$ cat config.mk
export PLATFORM = sky130hd
export DESIGN_NAME = rvc_asap_boot_ctrl
export DESIGN_NICKNAME = d
export VERILOG_FILES = /design/src/rtl/rvc_asap_pkg.sv /design/src/rtl/rvc_asap_boot_ctrl.sv
export SDC_FILE = /design/constraint.sdc
export NUM_CORES = 1
export LEC_CHECK = 0
export ABC_AREA = 1
export BUFFER_PORTS_ARGS = -buffer_cell sky130_fd_sc_hd__buf_2
export CORE_ASPECT_RATIO = 1.1
export CORE_MARGIN = 10
export CORE_UTILIZATION = 30
export DETAILED_ROUTE_END_ITERATION = 10
export GPL_TIMING_DRIVEN = 1
export PLACE_DENSITY = 0.54
export REMOVE_ABC_BUFFERS = 1
export SETUP_SLACK_MARGIN = 0.02
export SYNTH_ARGS = -nofsm -noshare
export SYNTH_HDL_FRONTEND = slang
export SYNTH_SLANG_ARGS = --single-unit
$ cat constraint.sdc
create_clock -name Clock -period 6.05 [get_ports Clock]
set_clock_uncertainty 0.2 [all_clocks]
set_input_delay 0.9075 -clock Clock [delete_from_list [all_inputs] [get_ports Clock]]
set_output_delay 0.9075 -clock Clock [all_outputs]
set_load 0.02 [all_outputs]
$ cat src/rtl/rvc_asap_pkg.sv
// Shared definitions for the RVC ASAP boot controller.
//   t_boot_state   : 2-bit boot FSM state encoding (visible on BootState)
//   BOOT_*         : default parameter values for rvc_asap_boot_ctrl
//   boot_word_addr : byte address of a loaded word, wrapping at 2^32
package rvc_asap_pkg;

    typedef enum logic [1:0] {
        BOOT_IDLE     = 2'd0,
        BOOT_LOAD     = 2'd1,
        BOOT_CORE_RST = 2'd2,
        BOOT_RUN      = 2'd3
    } t_boot_state;

    localparam logic [31:0] BOOT_BASE_ADDR  = 32'h0000_0000;
    localparam int unsigned BOOT_RST_CYCLES = 4;
    localparam int unsigned BOOT_LEN_W      = 16;

    // Word index to byte address; 32-bit addition wraps naturally.
    function automatic logic [31:0] boot_word_addr(input logic [31:0] base,
                                                   input logic [29:0] idx);
        return base + {idx, 2'b00};
    endfunction

endpackage

$ cat src/rtl/rvc_asap_boot_ctrl.sv
// Boot controller: streams an instruction image into I_MEM, then holds the
// core in reset for RST_CYCLES cycles before releasing it.
// Ports:
//   Clock, Rst           : single clock, synchronous active-high reset
//   LoadStart, LoadLen   : start a load of LoadLen words (0 = boot existing image)
//   LoadValid, LoadData  : word stream in; LoadReady high while loading
//   HaltReq              : abort a load / stop the core, back to IDLE
//   ImemWrEn/Addr/Data   : I_MEM write port, one cycle after each handshake
//   CoreRst              : core reset, low only in RUN
//   LoadDone             : one-cycle pulse coincident with the final write
//   BootState            : registered FSM state
module rvc_asap_boot_ctrl
    import rvc_asap_pkg::*;
#(
    parameter logic [31:0] BASE_ADDR  = BOOT_BASE_ADDR,
    parameter int unsigned RST_CYCLES = BOOT_RST_CYCLES,
    parameter int unsigned LEN_W      = BOOT_LEN_W
) (
    input  logic             Clock,
    input  logic             Rst,
    input  logic             LoadStart,
    input  logic [LEN_W-1:0] LoadLen,
    input  logic             LoadValid,
    input  logic [31:0]      LoadData,
    output logic             LoadReady,
    input  logic             HaltReq,
    output logic             ImemWrEn,
    output logic [31:0]      ImemWrAddr,
    output logic [31:0]      ImemWrData,
    output logic             CoreRst,
    output logic             LoadDone,
    output logic [1:0]       BootState
);

    // Hold counter counts down to zero, so CORE_RST lasts HOLD_INIT+1 cycles.
    localparam logic [7:0] HOLD_INIT = 8'(RST_CYCLES - 1);

    t_boot_state      r_state;
    t_boot_state      w_next;
    logic [LEN_W-1:0] r_len;
    logic [LEN_W-1:0] r_cnt;
    logic [7:0]       r_hold;
    logic             r_ready;
    logic             r_wr_en;
    logic [31:0]      r_wr_addr;
    logic [31:0]      r_wr_data;
    logic             r_core_rst;
    logic             r_done;

    logic             w_hs;
    logic             w_last;

    // r_ready is high exactly in LOAD, so it doubles as the state qualifier.
    assign w_hs   = LoadValid && r_ready;
    assign w_last = (r_cnt == (r_len - LEN_W'(1)));

    always_comb begin
        w_next = r_state;
        unique case (r_state)
            BOOT_IDLE: begin
                if (!HaltReq && LoadStart)
                    w_next = (LoadLen != '0) ? BOOT_LOAD : BOOT_CORE_RST;
            end
            BOOT_LOAD: begin
                if (HaltReq)
                    w_next = BOOT_IDLE;
                else if (w_hs && w_last)
                    w_next = BOOT_CORE_RST;
            end
            BOOT_CORE_RST: begin
                if (HaltReq)
                    w_next = BOOT_IDLE;
                else if (r_hold == '0)
                    w_next = BOOT_RUN;
            end
            BOOT_RUN: begin
                if (HaltReq)
                    w_next = BOOT_IDLE;
            end
            default: w_next = BOOT_IDLE;
        endcase
    end

    always_ff @(posedge Clock) begin
        if (Rst) begin
            r_state    <= BOOT_IDLE;
            r_len      <= '0;
            r_cnt      <= '0;
            r_hold     <= '0;
            r_ready    <= 1'b0;
            r_wr_en    <= 1'b0;
            r_wr_addr  <= '0;
            r_wr_data  <= '0;
            r_core_rst <= 1'b1;
            r_done     <= 1'b0;
        end else begin
            r_state    <= w_next;
            r_ready    <= (w_next == BOOT_LOAD);
            r_core_rst <= (w_next != BOOT_RUN);
            r_wr_en    <= w_hs;
            // A halt in the final-handshake cycle still writes but never completes.
            r_done     <= (r_state == BOOT_LOAD) && (w_next == BOOT_CORE_RST);

            if (w_hs) begin
                r_wr_addr <= boot_word_addr(BASE_ADDR, 30'(r_cnt));
                r_wr_data <= LoadData;
                r_cnt     <= r_cnt + LEN_W'(1);
            end

            if ((r_state == BOOT_IDLE) && (w_next == BOOT_LOAD)) begin
                r_len <= LoadLen;
                r_cnt <= '0;
            end

            if ((r_state != BOOT_CORE_RST) && (w_next == BOOT_CORE_RST))
                r_hold <= HOLD_INIT;
            else if ((r_state == BOOT_CORE_RST) && (r_hold != '0))
                r_hold <= r_hold - 8'd1;
        end
    end

    assign LoadReady  = r_ready;
    assign ImemWrEn   = r_wr_en;
    assign ImemWrAddr = r_wr_addr;
    assign ImemWrData = r_wr_data;
    assign CoreRst    = r_core_rst;
    assign LoadDone   = r_done;
    assign BootState  = r_state;

endmodule

==> results.yml <==
outcome:
  run_status: "completed"
placed_design:
  routabilityCongestion: 0.823
  hpwl_um: 9070
  port_buffers: 106
route:
  dr.pass1.iters: 4
  dr_wl_met2_um: 6170
  vias: 3999
  vias_per_cell: 4.44
  drc: 0
  route.met3.wl_um: 490
  wl_met1_um: 5020
  wirelength_um: 11900
  ant_nets: 0
  drt_iter0_markers: 229
  drt-wirelength-per-cell_um: 13.2
  routed.top_layer: "met4"
logic_synthesis:
  yosysTopAreaCell: "dfxtp_1"
  ys_ff_latch: 94
  ys_seq_area_share_pct: 42.6
  yosysMostFrequentCell: "nor2_1"
  synth_top_family_by_area: "simple AND/OR/NAND/NOR gates"
  synth_compound_area_share_pct: 12.3
  ys.flop_type: "dfxtp_1"
  synth.distinct_cells: 37
  postSynthCellCount: 607
  synth_fa_ha_area_share_pct: 1.13
  synth_top_area_share_pct: 42.6
  synthArstFlopShare_pct: 0
  synth_edf_count: 0
  syn_area_mm2: 0.00442
  synthMuxAreaShare_pct: 0
  ys_top_cells_by_area: "dfxtp_1 (43%), nor2_1 (11%), o21ai_0 (7.6%)"
  synthSimpleGateAreaFrac_pct: 29.2
  synth_area_per_cell_um2: 7.28
  synth_common_cells: "nor2_1 (132), dfxtp_1 (94), nand2_1 (72)"
  post_synth_xor_area_fraction_pct: 4.96
  yosys_warnings: 0
finish:
  final_layout_size_suffix_gt1_share_pct: 22.9
  n_antenna_cell: 0
  areaGrowthSynthToFinish_pct: 21.1
  fin_nets: 760
clocking:
  cts_tree: "built"
  ctsHoldBuffers: 0
  root_buffer: "clkbuf_16"
  clock_latency_ns: 0.34
  post_cts_buffers: 0
  clockBufferDepth: 2
  clk_pin_slew_ns: 0.07
  numCtsBuffers: 9
  cts_sinks: 94
  htree_levels: 3
  cts_resized: 0
timing:
  period_minus_slack_ns: 3.73
  worst_pin_slew_ns: 0.948
  setup_violations: 0
  setup_tns_ns: 0
  slew_headroom_pct: 36.7
  rsz0062_at_grt: "false"
  max_freq_ghz: 0.268
  period_share_pct: 61.7
  finalHoldViolations: 0
  slew_viol_final: 0
hold_path:
  min_path_type: "flip-flop to flip-flop"
power_and_ir_drop:
  finalPower_mw: 1.42
  power_density_mw_per_mm2: 265
  p_leak_nw: 2.46
  ir_worst_vdd_mv: 0.131
critical_path:
  crit_slowest_cell: "inv_2"
  critPathCaptureType: "flip-flop"
  cp.arrival_ns: 3.79
  cp-start-kind: "input port"
  crit_chain: "buf_2, nand2_2, inv_2, nand2_1, nor4_4, inv_2, nor3_2, and3_1, nand4_1, or2_0, a21oi_1"
  crit_family: "simple AND/OR/NAND/NOR gates"
  crit_type: "input port to flip-flop"
  crit_top_cell: "inv_2"
  cp_max_fo: 61
  cp_num_buf_inv: 3
  max_stage_delay_ns: 0.93
  critical_path_required_ns: 6.11
global_route:
  grt_pass1_wl_um: 19100
  grt_overflow_total: 0
  grt_pass1_vias: 3883
  antenna_found_initial: 0
  grt_max_degree: 62
  track_usage_pct: 11.7
floorplan:
  core_area_mm2: 0.0144
  io_pins: 123
  die_y_um: 147
  chipWidth_um: 136
  start_util_pct: 30.6
  placementRows: 46
  dieArea_mm2: 0.0200
run:
  cap_viol_max_count: 0
==> cell type report <==
class                      count  area (um^2)
clock inverter                 7         72.6
inverter                      61          229
fill                        1552         9100
multi-input combinational    430         2160
sequential                    94         1880
clock buffer                   9          225
tap                          192          240
timing repair buffer         107          538
==> worst min-delay path, cell delays in order (launching register included) <==
cell and delay [ns]:
dfxtp_1 0.33, nor2_1 0.04, nor2_1 0.08
==> sequential cells by signal, indices dropped and copies added (netlist names), 2 cells and up <==
name	count
BootState	2
ImemWrAddr	16
ImemWrData	32
r_cnt	16
r_hold	8
r_len	16
==> cells by family (layout without fill, tap and decap cells) <==
family                   after synthesis  count (layout)
AO/OA/AOI/OAI                        103             103
XOR/XNOR                              25              25
adder cells (fa/ha/maj)                4               4
buffers and inverters                 98             184
flip-flops                            94              94
other                                  1              16
AND/OR/NAND/NOR                      282             282
==> placed cells by master, fill, tap and decap left out, drive strengths merged, types with 4 or more instances in the layout <==
cell / synthesis / layout
a21oi: 29 / 29
inv: 61 / 65
nor4: 7 / 7
o21ai: 67 / 67
clkbuf: 20 / 9
xor2: 20 / 20
nand3: 28 / 28
or2: 6 / 6
xnor2: 5 / 5
ha: 4 / 4
nand4: 6 / 6
buf: 17 / 107
dfxtp: 94 / 94
conb: 1 / 16
nor2: 147 / 147
nor3: 7 / 7
nand2: 77 / 77
==> final timing paths <==
path | startpoint | endpoint | slack (ns) | cells past startpoint
max | LoadValid | r_cnt[14]$_SDFFE_PP0P_ | 2.32 | 11
min | ImemWrData[7]$_SDFFE_PP0P_ | ImemWrData[7]$_SDFFE_PP0P_ | 0.28 | 2
max reg2reg | LoadReady$_SDFF_PP0_ | r_cnt[14]$_SDFFE_PP0P_ | 2.63 | 10
min reg2reg | ImemWrData[7]$_SDFFE_PP0P_ | ImemWrData[7]$_SDFFE_PP0P_ | 0.28 | 2
==> power breakdown <==
part	internal (mW)	switching, mW	total [mW]
Clock	0.292	0.270	0.562
Sequential	0.640	0.0163	0.657
Combinational	0.0672	0.129	0.197
Total	1.00	0.416	1.42
==> through the flow <==
stage / area [um^2] / hold WS, ns / instances / setup slack [ns] / util [%]
floorplan: 4270 / 0.261 / 585 / 2.79 / -
detailed placement: 5050 / 0.267 / 884 / 1.89 / 35.0
finish: 5350 / 0.282 / 900 / 2.32 / 37.0
global placement: 5050 / 0.257 / 884 / 1.99 / 35.0
CTS: 5350 / 0.286 / 900 / 2.23 / 37.0
global route: 5350 / 0.303 / 900 / 1.87 / 37.0
==> routing by layer <==
layer	vias up	GRT usage, %
li1	2100	-
met1	1818	12.9
met3	12	2.59
met4	0	4.20
met2	69	21.1
met5	-	0
No activity file was read; power rests on OpenSTA's default activity.
